===== src/rtl/apb_rr_pkg.sv =====
// apb_rr_pkg: shared types and bus widths for the round-robin APB master.
package apb_rr_pkg;

  localparam int APB_DW = 32;
  localparam int APB_AW = 32;

  typedef enum logic [1:0] {
    IDLE   = 2'd0,
    SETUP  = 2'd1,
    ACCESS = 2'd2
  } apb_state_t;

  typedef struct packed {
    logic              write;
    logic [APB_AW-1:0] addr;
    logic [APB_DW-1:0] wdata;
    logic [3:0]        strb;
  } apb_req_t;

endpackage


===== src/rtl/rr_arbiter.sv =====
// rr_arbiter: round-robin grant over N requesters.
// The grant is combinational; the pointer holds the index where the next
// search starts and moves to (winner+1) mod N only when advance is high.
module rr_arbiter #(
  parameter int N = 4
) (
  input  logic         pclk,
  input  logic         preset,
  input  logic [N-1:0] req,
  input  logic         advance,
  output logic [N-1:0] gnt
);

  localparam int IW = (N > 1) ? $clog2(N) : 1;
  localparam logic [IW:0] NW = (IW+1)'(N);

  logic [IW-1:0] ptr_q, ptr_d;

  // Search from the pointer upward with wrap; first requester found wins.
  always_comb begin
    logic          found;
    logic [IW:0]   idx;
    logic [IW:0]   nxt;
    gnt   = '0;
    ptr_d = ptr_q;
    found = 1'b0;
    idx   = '0;
    nxt   = '0;
    for (int k = 0; k < N; k++) begin
      idx = {1'b0, ptr_q} + (IW+1)'(k);
      if (idx >= NW) idx = idx - NW;
      if (!found && req[idx[IW-1:0]]) begin
        found = 1'b1;
        gnt[idx[IW-1:0]] = 1'b1;
        nxt = idx + (IW+1)'(1);
        if (nxt >= NW) nxt = '0;
        ptr_d = nxt[IW-1:0];
      end
    end
    if (!advance) ptr_d = ptr_q;
  end

  // Pointer register; restarts the search at requester 0 after reset.
  always_ff @(posedge pclk) begin
    if (preset) ptr_q <= '0;
    else        ptr_q <= ptr_d;
  end

endmodule


===== src/rtl/apb_rr_master.sv =====
// apb_rr_master: APB master shared by NREQ requesters with round-robin
// arbitration. Build macro APB_TIMEOUT_EN adds an ACCESS-phase timeout that
// aborts the transfer with rsp_err; without it ACCESS waits for pready forever.
//
// state  | meaning
// IDLE   | bus quiet; any pending request is granted and latched
// SETUP  | psel driven for the decoded slave, penable low
// ACCESS | penable high; completes on pready (or aborts on timeout)
module apb_rr_master #(
  parameter int NREQ    = 4,
  parameter int NSLV    = 4,
  parameter int SLV_LSB = 12,
  parameter int TIMEOUT = 16
) (
  input  logic              pclk,
  input  logic              preset,
  input  logic [NREQ-1:0]   req_valid,
  input  logic [NREQ-1:0]   req_write,
  input  logic [NREQ*32-1:0] req_addr,
  input  logic [NREQ*32-1:0] req_wdata,
  input  logic [NREQ*4-1:0] req_strb,
  output logic [NREQ-1:0]   req_ready,
  output logic [NREQ-1:0]   rsp_valid,
  output logic [31:0]       rsp_rdata,
  output logic              rsp_err,
  output logic [31:0]       paddr,
  output logic [NSLV-1:0]   psel,
  output logic              penable,
  output logic              pwrite,
  output logic [31:0]       pwdata,
  output logic [3:0]        pstrb,
  input  logic [31:0]       prdata,
  input  logic              pready
);

  import apb_rr_pkg::*;

  localparam int IW = $clog2(NREQ);
  localparam int SW = $clog2(NSLV);

  if (NREQ < 2 || NREQ > 8 || NSLV < 2 || (NSLV & (NSLV - 1)) != 0 || TIMEOUT < 1)
  begin : g_bad_param
    $error("apb_rr_master: unsupported parameter set");
  end

  apb_state_t      state_q, state_d;
  apb_req_t        req_q, req_d, req_sel;
  logic [IW-1:0]   gidx_q, gidx_d, win_idx;
  logic [NSLV-1:0] psel_q, psel_d, psel_dec;
  logic            penable_q, penable_d;
  logic [NREQ-1:0] gnt;
  logic            take, done, abort, go_idle;

  rr_arbiter #(.N(NREQ)) u_arb (
    .pclk    (pclk),
    .preset  (preset),
    .req     (req_valid),
    .advance (take),
    .gnt     (gnt)
  );

  // Winner index and its payload; read strobes are zeroed at capture.
  always_comb begin
    win_idx = '0;
    for (int k = 0; k < NREQ; k++)
      if (gnt[k]) win_idx = IW'(k);
    req_sel.write = req_write[win_idx];
    req_sel.addr  = req_addr[APB_AW*win_idx +: APB_AW];
    req_sel.wdata = req_wdata[APB_DW*win_idx +: APB_DW];
    req_sel.strb  = req_write[win_idx] ? req_strb[4*win_idx +: 4] : 4'h0;
    psel_dec = '0;
    psel_dec[req_sel.addr[SLV_LSB +: SW]] = 1'b1;
  end

`ifdef APB_TIMEOUT_EN
  localparam int TW = $clog2(TIMEOUT + 1);
  logic [TW-1:0] tmr_q, tmr_d;
`endif

  // Next-state logic; a reset cycle suppresses every handshake pulse.
  always_comb begin
    state_d   = state_q;
    req_d     = req_q;
    gidx_d    = gidx_q;
    psel_d    = psel_q;
    penable_d = penable_q;
    take      = 1'b0;
    done      = 1'b0;
    abort     = 1'b0;
    go_idle   = 1'b0;
    if (!preset) begin
      case (state_q)
        IDLE:   take = |req_valid;
        SETUP: begin
          state_d   = ACCESS;
          penable_d = 1'b1;
        end
        ACCESS: begin
          if (pready) begin
            done    = 1'b1;
            take    = |req_valid;
            go_idle = ~take;
          end
`ifdef APB_TIMEOUT_EN
          else if (tmr_q == '0) begin
            abort   = 1'b1;
            go_idle = 1'b1;
          end
`endif
        end
        default: state_d = IDLE;
      endcase
    end
    if (go_idle) begin
      state_d   = IDLE;
      psel_d    = '0;
      penable_d = 1'b0;
    end
    if (take) begin
      state_d   = SETUP;
      req_d     = req_sel;
      gidx_d    = win_idx;
      psel_d    = psel_dec;
      penable_d = 1'b0;
    end
  end

`ifdef APB_TIMEOUT_EN
  // ACCESS timer: loaded on every grant, counts down while pready is low.
  always_comb begin
    tmr_d = tmr_q;
    if (take)
      tmr_d = TW'(TIMEOUT - 1);
    else if (state_q == ACCESS && !pready && tmr_q != '0)
      tmr_d = tmr_q - TW'(1);
  end

  // Timer register.
  always_ff @(posedge pclk) begin
    if (preset) tmr_q <= '0;
    else        tmr_q <= tmr_d;
  end
`endif

  // FSM and APB-side registers.
  always_ff @(posedge pclk) begin
    if (preset) begin
      state_q   <= IDLE;
      req_q     <= '0;
      gidx_q    <= '0;
      psel_q    <= '0;
      penable_q <= 1'b0;
    end else begin
      state_q   <= state_d;
      req_q     <= req_d;
      gidx_q    <= gidx_d;
      psel_q    <= psel_d;
      penable_q <= penable_d;
    end
  end

  // Requester-side handshake pulses and APB outputs.
  always_comb begin
    req_ready = take ? gnt : '0;
    for (int k = 0; k < NREQ; k++)
      rsp_valid[k] = (done || abort) && (gidx_q == IW'(k));
    rsp_rdata = (done && !req_q.write) ? prdata : 32'h0;
    rsp_err   = abort;
    paddr     = req_q.addr;
    pwrite    = req_q.write;
    pwdata    = req_q.wdata;
    pstrb     = req_q.strb;
    psel      = psel_q;
    penable   = penable_q;
  end

endmodule


===== config.mk =====
export PLATFORM = sky130hd
export DESIGN_NAME = apb_rr_master
export DESIGN_NICKNAME = d
export VERILOG_FILES = /design/src/rtl/apb_rr_pkg.sv /design/src/rtl/rr_arbiter.sv /design/src/rtl/apb_rr_master.sv
export SDC_FILE = /design/constraint.sdc
export NUM_CORES = 1
export LEC_CHECK = 0
export BUFFER_PORTS_ARGS = -buffer_cell sky130_fd_sc_hd__clkbuf_2
export CAP_MARGIN = 30
export CORE_AREA = 2 2 167 169
export DETAILED_ROUTE_END_ITERATION = 7
export DIE_AREA = 0 0 169 171
export MAX_ROUTING_LAYER = met4
export PLACE_DENSITY = 0.49
export RECOVER_POWER = 25
export REMOVE_ABC_BUFFERS = 1
export SYNTH_ARGS = -nofsm -noshare
export SYNTH_HDL_FRONTEND = slang
export SYNTH_SLANG_ARGS = --single-unit
export TNS_END_PERCENT = 30

===== constraint.sdc =====
create_clock -name pclk -period 3.5 [get_ports pclk]
set_clock_uncertainty 0.1 [all_clocks]
set_input_delay 0.35 -clock pclk [delete_from_list [all_inputs] [get_ports pclk]]
set_output_delay 0.35 -clock pclk [all_outputs]
set_load 0.1 [all_outputs]

==> flow_summary.yaml <==
outcome:
  status: "finished, final reports clean"
logic_synthesis:
  synth_area_leaders: "dfxtp_1 (30%), o221ai_1 (9.3%), a311oi_1 (9.2%)"
  ys_async_sr_fraction_pct: 0
  synth_edf_count: 0
  avgSynthCellArea_um2: 8.414
  netlist_area_mm2: 0.005351
  ys_types: 62
  synth_seq_cells: 80
  ys_warn_count: 0
  synth_flop_cell: "dfxtp_1"
  synth_top_area_share_pct: 29.93
  synth_cells: 636
  ys_seq_area_share_pct: 29.93
  yosysTopAreaCell: "dfxtp_1"
placement:
  finalWeightedCongestion: 0.8544
  hpwl_mm: 20.38
  port_buffers: 428
  placed_area_mm2: 0.008484
clock_network:
  cts_htree_levels: 3
  tritoncts: "built"
  cts_buffer_depth: 2
  holdBufCountCts: 0
  cts_buffers: 9
  cts_sinks: 80
  path_clk_slew_ps: 70
  clkLatencyLatePin_ps: 340
  ctsRootBufferMaster: "clkbuf_16"
power:
  switching_power_w: 0.005033
  ir_worst_vdd_mv: 0.3831
  p_int_w: 0.003331
  power_leakage_nw: 3.801
  p_comb_share_pct: 71.0
  power_frac_seq_pct: 17.2
  p_per_area_mw_per_mm2: 948.4
  p_clk_share_pct: 11.8
  swShare_pct: 60.17
worst_setup_path:
  slowest_delay_ps: 610
  cp.required_ps: 3050
  crit_chain: "inv_1 > ha_1 > mux4_2 > or4b_1 > o211a_1 > and2_4 > nor2_4 > buf_12"
  cp-end-kind: "output pin"
  path_max_fanout: 11
  crit_path_top_delay_cell: "mux4_2"
  startpoint_type: "register"
  crit_type: "register to output pin"
  arrival_ps: 2900
  r2r_cells: 9
  crit_buf_inv: 2
  cp_num_cells: 8
  critical-path-top-delay-family: "simple AND/OR/NAND/NOR gates"
sta:
  whs_ps: 199.6
  setup_viol: 0
  drv_slew: 0
  worstMarginPinSlew_ps: 1248
  slew_headroom_pct: 17.18
  period_share_pct: 95.67
  rsz0062_at_grt: "false"
  hold_violations: 0
  fmaxAchievable_ghz: 0.2986
  post-route-min-period_ps: 3348
cells_and_area:
  utilization_pct: 32.27
  layout_commonest_cell: "clkbuf_2"
  multiInputGateArea_mm2: 0.003398
  syn2layout_area_growth_pct: 64.79
  layout-drive-gt1-share_pct: 45.28
  fill_cells: 2969
  fin_nets: 1365
  fin_area_mm2: 0.008818
  mostFrequentLayoutCells: "clkbuf_2 (346), dfxtp_1 (80), nand2_1 (79), a21boi_0 (58), o221ai_1 (57)"
  ff_latch_area_mm2: 0.001602
detailed_routing:
  drtAntennaViolNets: 0
  dr.pass1.iters: 5
  routed_wirelength_mm: 26.96
  avgRoutedWirePerCell_um: 19.31
  first_iter_violations: 429
  avgViaCountPerCell: 4.853
  route.detailed.drc: 0
  via_count: 6775
grt:
  grt_pass1_vias: 6702
  track_usage_pct: 18.26
  antenna_found_initial: 1
  grt_overflow: 0
  grt_pass1_wl_mm: 39.43
  grt_max_degree: 52
die:
  start_util_pct: 19.59
  coreArea_mm2: 0.02732
  dieArea_mm2: 0.02890
  placementRows: 61
  ios: 430
  die_width_um: 169
  die_y_um: 171
worst_hold_path:
  hold_class: "input port to register"
  hold_path_depth: 3
flow_run:
  cap_violations: 0
area by class of cell:
| type | count | area share [%] |
|---|---|---|
| multi-input cells | 477 | 38.54 |
| repair buffers | 469 | 34.68 |
| flip-flops and latches | 80 | 18.16 |
| well taps | 346 | 4.909 |
| clock buffers | 11 | 2.753 |
| clock inverters | 5 | 0.6385 |
| inverters | 7 | 0.2980 |
| diodes | 1 | 0.02838 |
worst min-delay path, stage by stage:
cell and delay (ps):
clkbuf_2 70, a311oi_1 70, o21ai_1 120
cell families after synthesis:
group                    after synthesis  synth area share [%]
AO/OA/AOI/OAI                        290                 41.88
adder cells (fa/ha/maj)                6                 1.403
other                                  1               0.07008
buffers and inverters                 79                 7.202
multiplexers                          22                 5.284
flip-flops                            80                 29.93
AND/OR/NAND/NOR                      158                 14.24
power groups by stage:
stage	Sequential [W]	Combinational [W]	Clock [W]
floorplan	0.00370	0.00188	0
global placement	0.00145	0.00580	0
detailed placement	0.00146	0.00581	0
CTS	0.00145	0.00600	0.00103
global route	0.00148	0.00627	0.00106
finish	0.00144	0.00594	0.000986
cells in the mapped netlist, types with 2 or more instances:
master / count
nor3_1: 2
mux2_2: 10
inv_1: 7
a22o_1: 2
buf_2: 20
o21ai_0: 22
a222oi_1: 8
a21boi_0: 58
a211oi_1: 8
or3_1: 2
nor2_1: 23
ha_1: 6
mux4_2: 4
a21o_1: 5
a311oi_1: 56
nor2b_1: 5
buf_6: 8
o221ai_1: 57
a221oi_2: 2
o31ai_2: 2
nand2b_1: 2
and2_1: 34
clkbuf_1: 42
dfxtp_1: 80
o21ai_1: 42
a221oi_1: 2
mux2i_1: 8
nand2_1: 80
a21oi_1: 6
flip-flops by register name, indices dropped and copies added (netlist names):
register	count
paddr	32
pwdata	32
psel	4
pstrb	4
gidx_q	2
state_q	2
u_arb.ptr_q	2
penable	1
pwrite	1
routing by layer:
layer,vias to the layer above,part of all wire (%),global-route usage (%)
li1,3308,-,-
met1,3144,42,22.06
met2,296,49,31.25
met3,27,7.3,4.141
met4,0,1.4,3.790
met5,-,0,-
metrics by stage:
| stage | power, W | setup slack (ps) | setup TNS, ps | std cells |
|---|---|---|---|---|
| detailed placement | 0.007270 | 116.9 | 0 | 1375 |
| finish | 0.008364 | 151.6 | 0 | 1396 |
| floorplan | 0.005577 | -2108 | -140560 | 564 |
| global route | 0.008813 | 1.951 | 0 | 1396 |
| global placement | 0.007259 | 139.0 | 0 | 1375 |
| CTS | 0.008480 | 21.22 | 0 | 1394 |
worst paths after layout:
kind | endpoint | from | slack, ps
max | req_ready[2] | u_arb.ptr_q[1]$_SDFFE_PP0P_ | 150
min | pwdata[14]$_SDFFE_PP0P_ | req_wdata[46] | 200
max reg2reg | paddr[16]$_SDFFE_PP0P_ | u_arb.ptr_q[1]$_SDFFE_PP0P_ | 180
min reg2reg | paddr[30]$_SDFFE_PP0P_ | paddr[30]$_SDFFE_PP0P_ | 340
what timing repair did:
item                                    CTS  global route
pin swaps                                 1             2
gates resized for setup                   0             4
endpoints found under the setup margin    1             6
setup buffers                             1             1
cloned                                    2             0
(Power assumes the default switching activity.)
